<file path="src/rtl/data_sync.sv">
// Multi-bit clock-domain crossing: a level enable is synchronized, its rising edge
// captures the quasi-static bus, and a valid/ready holding register tracks overruns.
module data_sync #(
    parameter int NUM_STAGES = 2,
    parameter int BUS_WIDTH  = 8
) (
    input  logic                 CLK,
    input  logic                 RST,
    input  logic [BUS_WIDTH-1:0] UNSYNC_BUS,
    input  logic                 BUS_ENABLE,
    input  logic                 DATA_READY,
    input  logic                 CLR_OVERRUN,
    output logic [BUS_WIDTH-1:0] SYNC_BUS,
    output logic                 ENABLE_PULSE,
    output logic                 DATA_VALID,
    output logic                 OVERRUN,
    output logic [3:0]           DROP_CNT
);

    typedef enum logic {
        StEmpty,
        StFull
    } state_e;

    logic [NUM_STAGES-1:0] sync_q, sync_d;
    logic                  dly_q, dly_d;
    logic [BUS_WIDTH-1:0]  bus_q, bus_d;
    logic                  pulse_q, pulse_d;
    logic                  ovr_q, ovr_d;
    logic [3:0]            cnt_q, cnt_d;
    state_e                state_q, state_d;

    logic rise;
    logic overrun_evt;

    // Only the enable crosses domains; the bus is sampled once it is known stable.
    assign rise        = sync_q[NUM_STAGES-1] & ~dly_q;
    assign overrun_evt = rise & (state_q == StFull) & ~DATA_READY;

    always_comb begin
        sync_d  = {sync_q[NUM_STAGES-2:0], BUS_ENABLE};
        dly_d   = sync_q[NUM_STAGES-1];
        pulse_d = rise;
        bus_d   = bus_q;
        state_d = state_q;
        ovr_d   = ovr_q;
        cnt_d   = cnt_q;

        if (rise) begin
            bus_d = UNSYNC_BUS;
        end

        unique case (state_q)
            StEmpty: if (rise) state_d = StFull;
            StFull:  if (!rise && DATA_READY) state_d = StEmpty;
            default: state_d = StEmpty;
        endcase

        // A new overrun wins over a simultaneous clear and restarts the count at one.
        if (overrun_evt) begin
            ovr_d = 1'b1;
            if (CLR_OVERRUN) begin
                cnt_d = 4'd1;
            end else if (cnt_q != 4'd15) begin
                cnt_d = cnt_q + 4'd1;
            end
        end else if (CLR_OVERRUN) begin
            ovr_d = 1'b0;
            cnt_d = 4'd0;
        end
    end

    always_ff @(posedge CLK or negedge RST) begin
        if (!RST) begin
            sync_q  <= '0;
            dly_q   <= 1'b0;
            bus_q   <= '0;
            pulse_q <= 1'b0;
            ovr_q   <= 1'b0;
            cnt_q   <= 4'd0;
            state_q <= StEmpty;
        end else begin
            sync_q  <= sync_d;
            dly_q   <= dly_d;
            bus_q   <= bus_d;
            pulse_q <= pulse_d;
            ovr_q   <= ovr_d;
            cnt_q   <= cnt_d;
            state_q <= state_d;
        end
    end

    assign SYNC_BUS     = bus_q;
    assign ENABLE_PULSE = pulse_q;
    assign DATA_VALID   = (state_q == StFull);
    assign OVERRUN      = ovr_q;
    assign DROP_CNT     = cnt_q;

endmodule

</file>
<file path="config.mk">
export PLATFORM = sky130hd
export DESIGN_NAME = data_sync
export DESIGN_NICKNAME = d
export VERILOG_FILES = /design/src/rtl/data_sync.sv
export SDC_FILE = /design/constraint.sdc
export NUM_CORES = 1
export LEC_CHECK = 0
export BUFFER_PORTS_ARGS = -buffer_cell sky130_fd_sc_hd__clkbuf_2
export CAP_MARGIN = 40
export CORE_MARGIN = 2
export CORE_UTILIZATION = 49
export CTS_CLUSTER_DIAMETER = 100
export CTS_CLUSTER_SIZE = 8
export DETAILED_ROUTE_END_ITERATION = 6
export PLACE_DENSITY = 0.92
export SYNTH_ARGS = -nofsm -noshare
export SYNTH_HDL_FRONTEND = slang
export SYNTH_SLANG_ARGS = --single-unit
</file>
<file path="constraint.sdc">
create_clock -name CLK -period 4 [get_ports CLK]
set_input_delay 0.4 -clock CLK [delete_from_list [all_inputs] [get_ports CLK]]
set_output_delay 0.4 -clock CLK [all_outputs]
set_load 0.01 [all_outputs]
</file>
==> results of run 1 <==
[power groups by stage]
stage | Combinational (mW) | Clock [mW] | Sequential [mW]
2_1_floorplan | 0.0191 | 0 | 0.218
3_3_place_gp | 0.0514 | 0 | 0.211
3_5_place_dp | 0.0536 | 0 | 0.212
4_1_cts | 0.0539 | 0.114 | 0.209
5_1_grt | 0.0581 | 0.123 | 0.211
6_report | 0.0529 | 0.110 | 0.209
[kinds of logic (layout without fill, tap and decap cells)]
| group | count (synthesis) | after routing |
|---|---|---|
| simple gates | 11 | 11 |
| mux | 8 | 8 |
| buf+inv | 3 | 33 |
| fa+ha+maj | 1 | 1 |
| flops | 18 | 18 |
| compound gates | 8 | 8 |
[metal layers]
layer  up-vias  track usage (%)  part of all wire (%)
met5         -                0                     0
met4         0             11.3                   3.0
met3         5             7.33                   8.0
met2        24             28.6                    46
met1       238             23.7                    42
li1        240                -                     -
[sequential cells by signal, summed over array words and instances, names as in the netlist]
signal        count
sync_q            2
SYNC_BUS          8
ENABLE_PULSE      1
DROP_CNT          4
dly_q             1
OVERRUN           1
DATA_VALID        1
[worst reg2reg max path, cell delays in order, from the launching register on]
cell and delay (ns):
dfrtp_1 0.44, nor2b_1 0.68, mux2_2 0.42
[cells in the mapped netlist]
master     number
and4b_1         1
a21o_1          2
a21oi_1         2
and4bb_2        1
nand2_1         1
and3_1          1
nand3b_1        1
buf_4           1
nand3_1         2
o21ai_0         1
o211ai_1        1
ha_1            1
nor2b_1         1
or3_1           1
inv_1           2
o311ai_0        1
nor3_1          1
mux2_2          8
nand4bb_4       1
o41ai_1         1
dfrtp_1        18
[cell type report]
| class | count | area (um2) | share of cell area (%) |
|---|---|---|---|
| sequential | 18 | 450 | 50.0 |
| timing repair buffer | 27 | 135 | 15.0 |
| clock buffer | 4 | 36.3 | 4.03 |
| inverter | 2 | 7.51 | 0.833 |
| tap | 15 | 18.8 | 2.08 |
| multi-input combinational | 28 | 253 | 28.1 |
[path summary, 6_finish.rpt]
kind	start	endpoint	slack (ns)	depth (start not counted)
setup / recovery	sync_q[1]$_DFF_PN0_	SYNC_BUS[3]$_DFFE_PN0P_	2.36	2
max in group asynchronous	RST	SYNC_BUS[3]$_DFFE_PN0P_	3.69	1
setup reg to reg	sync_q[1]$_DFF_PN0_	SYNC_BUS[3]$_DFFE_PN0P_	2.36	2
hold / removal	RST	DROP_CNT[1]$_DFFE_PN0P_	0.02	1
hold reg to reg	sync_q[0]$_DFF_PN0_	sync_q[1]$_DFF_PN0_	0.36	0
min in group CLK	BUS_ENABLE	sync_q[0]$_DFF_PN0_	0.20	1
[metrics by stage]
step / setup WS [ns] / instance area (um2) / utilization, %
final: 2.36 / 901 / 67.5
after global routing: 2.19 / 901 / 67.5
after CTS: 2.36 / 901 / 67.5
after detailed placement: 2.36 / 865 / 64.8
after global placement: 2.46 / 865 / 64.8
after floorplan: 2.63 / 718 / -
==> flow_summary_export.csv, run 1 <==
group,metric,value,unit
place,gp_congestion,0.836,
die,die_w,42.3,um
route,vias,507,
clocking,cts_made_buffers,3,
clocking,cts_tree,"built",
power_and_ir_drop,p_seq_share,56.1,%
synthesis,synth-seq-area-share,62.7,%
sta,finalSetupTns,0,ns
critical_path,cp.buffers_inverters,0,
sta,tightest_slew,0.812,ns
layout,mostFrequentLayoutCells,"clkbuf_2, dfrtp_1, mux2_2",
power_and_ir_drop,internal-power,0.281,mW
global_route,grt_max_degree,19,
clocking,post_cts_buffers,0,
die,die-area,1790,um2
place,dp.cells,90,
critical_path,critPathCaptureType,"flop",
global_route,grt_pass1_wl,2.41,mm
synthesis,ys_ff_latch,18,
synthesis,synth.area.top_cells,"dfrtp_1, mux2_2, nand4bb_4, a21o_1, and4bb_2",
synthesis,synth_top_family_by_area,"simple AND/OR/NAND/NOR gates",
synthesis,yosysTopAreaCell,"dfrtp_1",
sta,final-hold-violation-count,0,
layout,diodes,0,
power_and_ir_drop,net-switching-power,0.0907,mW
synthesis,synth_mux_area_share,12.5,%
synthesis,ys_warn_count,0,
layout,final_common_cell,"clkbuf_2",
sta,min_period,1.64,ns
synthesis,netlist_area,718,um2
critical_path,critPathTopFamily,"simple AND/OR/NAND/NOR gates",
power_and_ir_drop,comb_power_share,14.2,%
critical_path,critical_path_class,"flop to flop",
layout,fill_cells,114,
place,hpwl,1.01,mm
global_route,overflow,0,
sta,slew_violations,0,
synthesis,synth_compound_area_share,7.67,%
synthesis,synth-adder-area-share,1.74,%
synthesis,synth_xor_area_share,0,%
clocking,cts_num_sinks,18,
route,drtIter0Drc,11,
power_and_ir_drop,power_density,413,nW/um2
die,row_count,13,
sta,skew,0.00236,ns
synthesis,synth.distinct_cells,21,
route,routedWlPerCell,14.4,um
layout,finish.net_count,94,
route,via_per_inst,5.39,
die,num_io_pins,28,
run_status,status,"complete, no violations",
place,io_buffers,27,
clocking,htree_levels,1,
clocking,clk_latency,0.29,ns
route,firstDrtPassIters,3,
die,start_util,53.8,%
synthesis,yosys.area.top_type_share,62.7,%
critical_path,worstPathRequired,4.19,ns
clocking,postCtsHoldBufs,0,
global_route,track_usage,19.3,%
synthesis,syn_avg_cell_area,14.7,um2
critical_path,critical_path_peak_fanout,10,
layout,drive_gt1_share,51.9,%
sta,max-slew-margin-rel,45.7,%
critical_path,critPathLaunchType,"flop",
synthesis,syn_inst,49,
sta,setup_viol,0,
power_and_ir_drop,swShare,24.4,%
global_route,grt_pass1_vias,503,
layout,final_cells,94,
clocking,cts-root-buf,"clkbuf_4",
clocking,post_cts_resized,0,
critical_path,crit_chain,"nor2b_1 > mux2_2",
die,die_h,42.3,um
critical_path,cpMaxStageDelayCell,"nor2b_1",
power_and_ir_drop,power.total,0.372,mW
clocking,clockBufferDepth,2,
sta,rsz0062_at_grt,"false",
route,drc,0,
die,core_area,1330,um2
hold_path,hold_class,"primary input to asynchronous set/reset pin",
sta,fmax,608,MHz
route,routed_wirelength,1.35,mm
global_route,antenna_found_initial,0,
critical_path,worstPathArrival,1.83,ns
synthesis,synth_simple_gate_area_share,13.2,%
sta,finalCritPeriodShare,41.1,%
synthesis,synth.net_count,63,
layout,syn2layout_area_growth,25.4,%
power_and_ir_drop,p_leak,0.467,nW
run,maxCapViolations,0,
critical_path,max_stage_delay,0.68,ns
sta,whs,0.0165,ns
power_and_ir_drop,p_clk_share,29.6,%
clocking,path_clk_slew,0.10,ns
route,drtAntennaViolNets,0,
power_and_ir_drop,ir_drop,0.224,mV
Note: power is estimated with default switching activity, not from simulation.
==> inputs of run 2 (changes only) <==
Settings changed: CORE_UTILIZATION 49 to 41, PLACE_DENSITY 0.92 to 0.84.
Clock period 4 ns to 1.5 ns, I/O delays scaled along.
==> flow_summary_export.csv, run 2 (synthesis results as in run 1) <==
group,metric,value,unit
route,firstDrtPassIters,2,
sta,setup_viol,0,
clocking,cts_made_buffers,3,
sta,skew,0.00178,ns
sta,finalCritPeriodShare,92.6,%
critical_path,critPathLaunchType,"flop",
clocking,post_cts_buffers,0,
layout,mostFrequentLayoutCells,"clkbuf_2, dfrtp_1, mux2_2",
place,hpwl,971,um
route,vias,532,
clocking,cts_tree,"built",
global_route,grt_pass1_vias,521,
sta,slew_violations,0,
place,dp.cells,94,
route,routed_wirelength,1.27,mm
critical_path,cpMaxStageDelayCell,"dfrtp_1",
layout,finish.net_count,98,
clocking,htree_levels,1,
hold_path,hold_class,"primary input to flop",
sta,final-hold-violation-count,0,
sta,min_period,1.39,ns
run,maxCapViolations,0,
die,num_io_pins,28,
clocking,cts-root-buf,"clkbuf_4",
global_route,grt_pass1_wl,2.18,mm
sta,rsz0062_at_grt,"false",
critical_path,critical_path_class,"flop to flop",
power_and_ir_drop,power_density,1060,nW/um2
critical_path,critical_path_peak_fanout,5,
clocking,path_clk_slew,0.10,ns
critical_path,critPathTopFamily,"flip-flops",
global_route,overflow,0,
sta,finalSetupTns,0,ns
power_and_ir_drop,ir_drop,0.643,mV
global_route,grt_max_degree,19,
route,drc,0,
die,die-area,2100,um2
layout,largest_reg_flops,8,
clocking,clockBufferDepth,2,
critical_path,max_stage_delay,0.44,ns
layout,final_cells,100,
power_and_ir_drop,p_leak,0.485,nW
layout,final_common_cell,"clkbuf_2",
place,gp_congestion,0.718,
sta,tightest_slew,0.430,ns
die,die_h,45.9,um
die,row_count,15,
critical_path,crit_chain,"ha_1 > and3_1 > o311ai_1 > o41ai_1",
sta,fmax,720,MHz
clocking,cts_num_sinks,18,
die,core_area,1690,um2
critical_path,cp.buffers_inverters,0,
global_route,track_usage,14.6,%
critical_path,worstPathRequired,1.67,ns
critical_path,worstPathArrival,1.55,ns
route,routedWlPerCell,12.7,um
critical_path,critPathCaptureType,"flop",
global_route,antenna_found_initial,0,
route,via_per_inst,5.32,
layout,fin_util,55.6,%
die,die_w,45.9,um
run_status,status,"complete, no violations",
place,io_buffers,27,
layout,diodes,0,
layout,syn2layout_area_growth,30.7,%
sta,max-slew-margin-rel,71.3,%
die,start_util,42.5,%
route,drtIter0Drc,6,
route,drtAntennaViolNets,0,
clocking,clk_latency,0.28,ns
layout,drive_gt1_share,51.8,%
run 2: cell count changes in the layout (fill, tap and decap cells not counted):
cell / delta
buf_4: +2
o311ai_0: -1
dlygate4sd3_1: +2
o311ai_1: +1
run 2: cell type report:
class	instances	area (um2)
clock buffer	4	36.3
sequential	18	450
inverter	2	7.51
fill	148	751
timing repair buffer	31	170
tap	17	21.3
multi-input combinational	28	253
run 2: power breakdown:
group          internal [mW]  total, mW  switching (mW)
combinational         0.0798      0.149          0.0691
sequential             0.528      0.554          0.0261
clock                  0.148      0.290           0.142
total                  0.756      0.993           0.237
run 2: worst register-to-register path, stage by stage, from the launching register on:
cell      delay [ns]
dfrtp_1         0.44
ha_1            0.25
and3_1          0.19
o311ai_1        0.28
o41ai_1         0.11
run 2: layer usage:
layer | vias to the layer above | routed length [um] | track usage, %
li1 | 249 | - | -
met1 | 262 | 560 | 17.8
met2 | 21 | 622 | 24.4
met3 | 0 | 88 | 3.97
met4 | 0 | 0 | 5.14
met5 | - | 0 | 0
run 2: through the flow:
step	worst slack, ns	cell area (um2)	power, mW	hold WS (ns)
floorplan	0.134	718	0.633	-0.146
global placement	0.144	882	0.705	0.108
detailed placement	0.0855	882	0.713	0.121
CTS	0.0523	938	1.01	0.0697
global route	0.00601	938	1.05	0.0666
finish	0.112	938	0.993	0.0814
run 2: worst paths after layout:
check | from | end | slack, ns | cells past startpoint
setup reg to reg | DROP_CNT[0]$_DFFE_PN0P_ | DROP_CNT[3]$_DFFE_PN0P_ | 0.11 | 4
max in group asynchronous | RST | OVERRUN$_DFFE_PN0P_ | 0.88 | 2
setup / recovery | DROP_CNT[0]$_DFFE_PN0P_ | DROP_CNT[3]$_DFFE_PN0P_ | 0.11 | 4
hold reg to reg | sync_q[0]$_DFF_PN0_ | sync_q[1]$_DFF_PN0_ | 0.36 | 0
min in group asynchronous | RST | DROP_CNT[3]$_DFFE_PN0P_ | 0.33 | 2
hold / removal | CLR_OVERRUN | DROP_CNT[1]$_DFFE_PN0P_ | 0.08 | 2
run 2: what timing repair did:
item	in CTS	in global routing
hold buffers	2	0
endpoints found under the setup margin	0	1
resized for setup	0	1
hold endpoints to repair	19	0
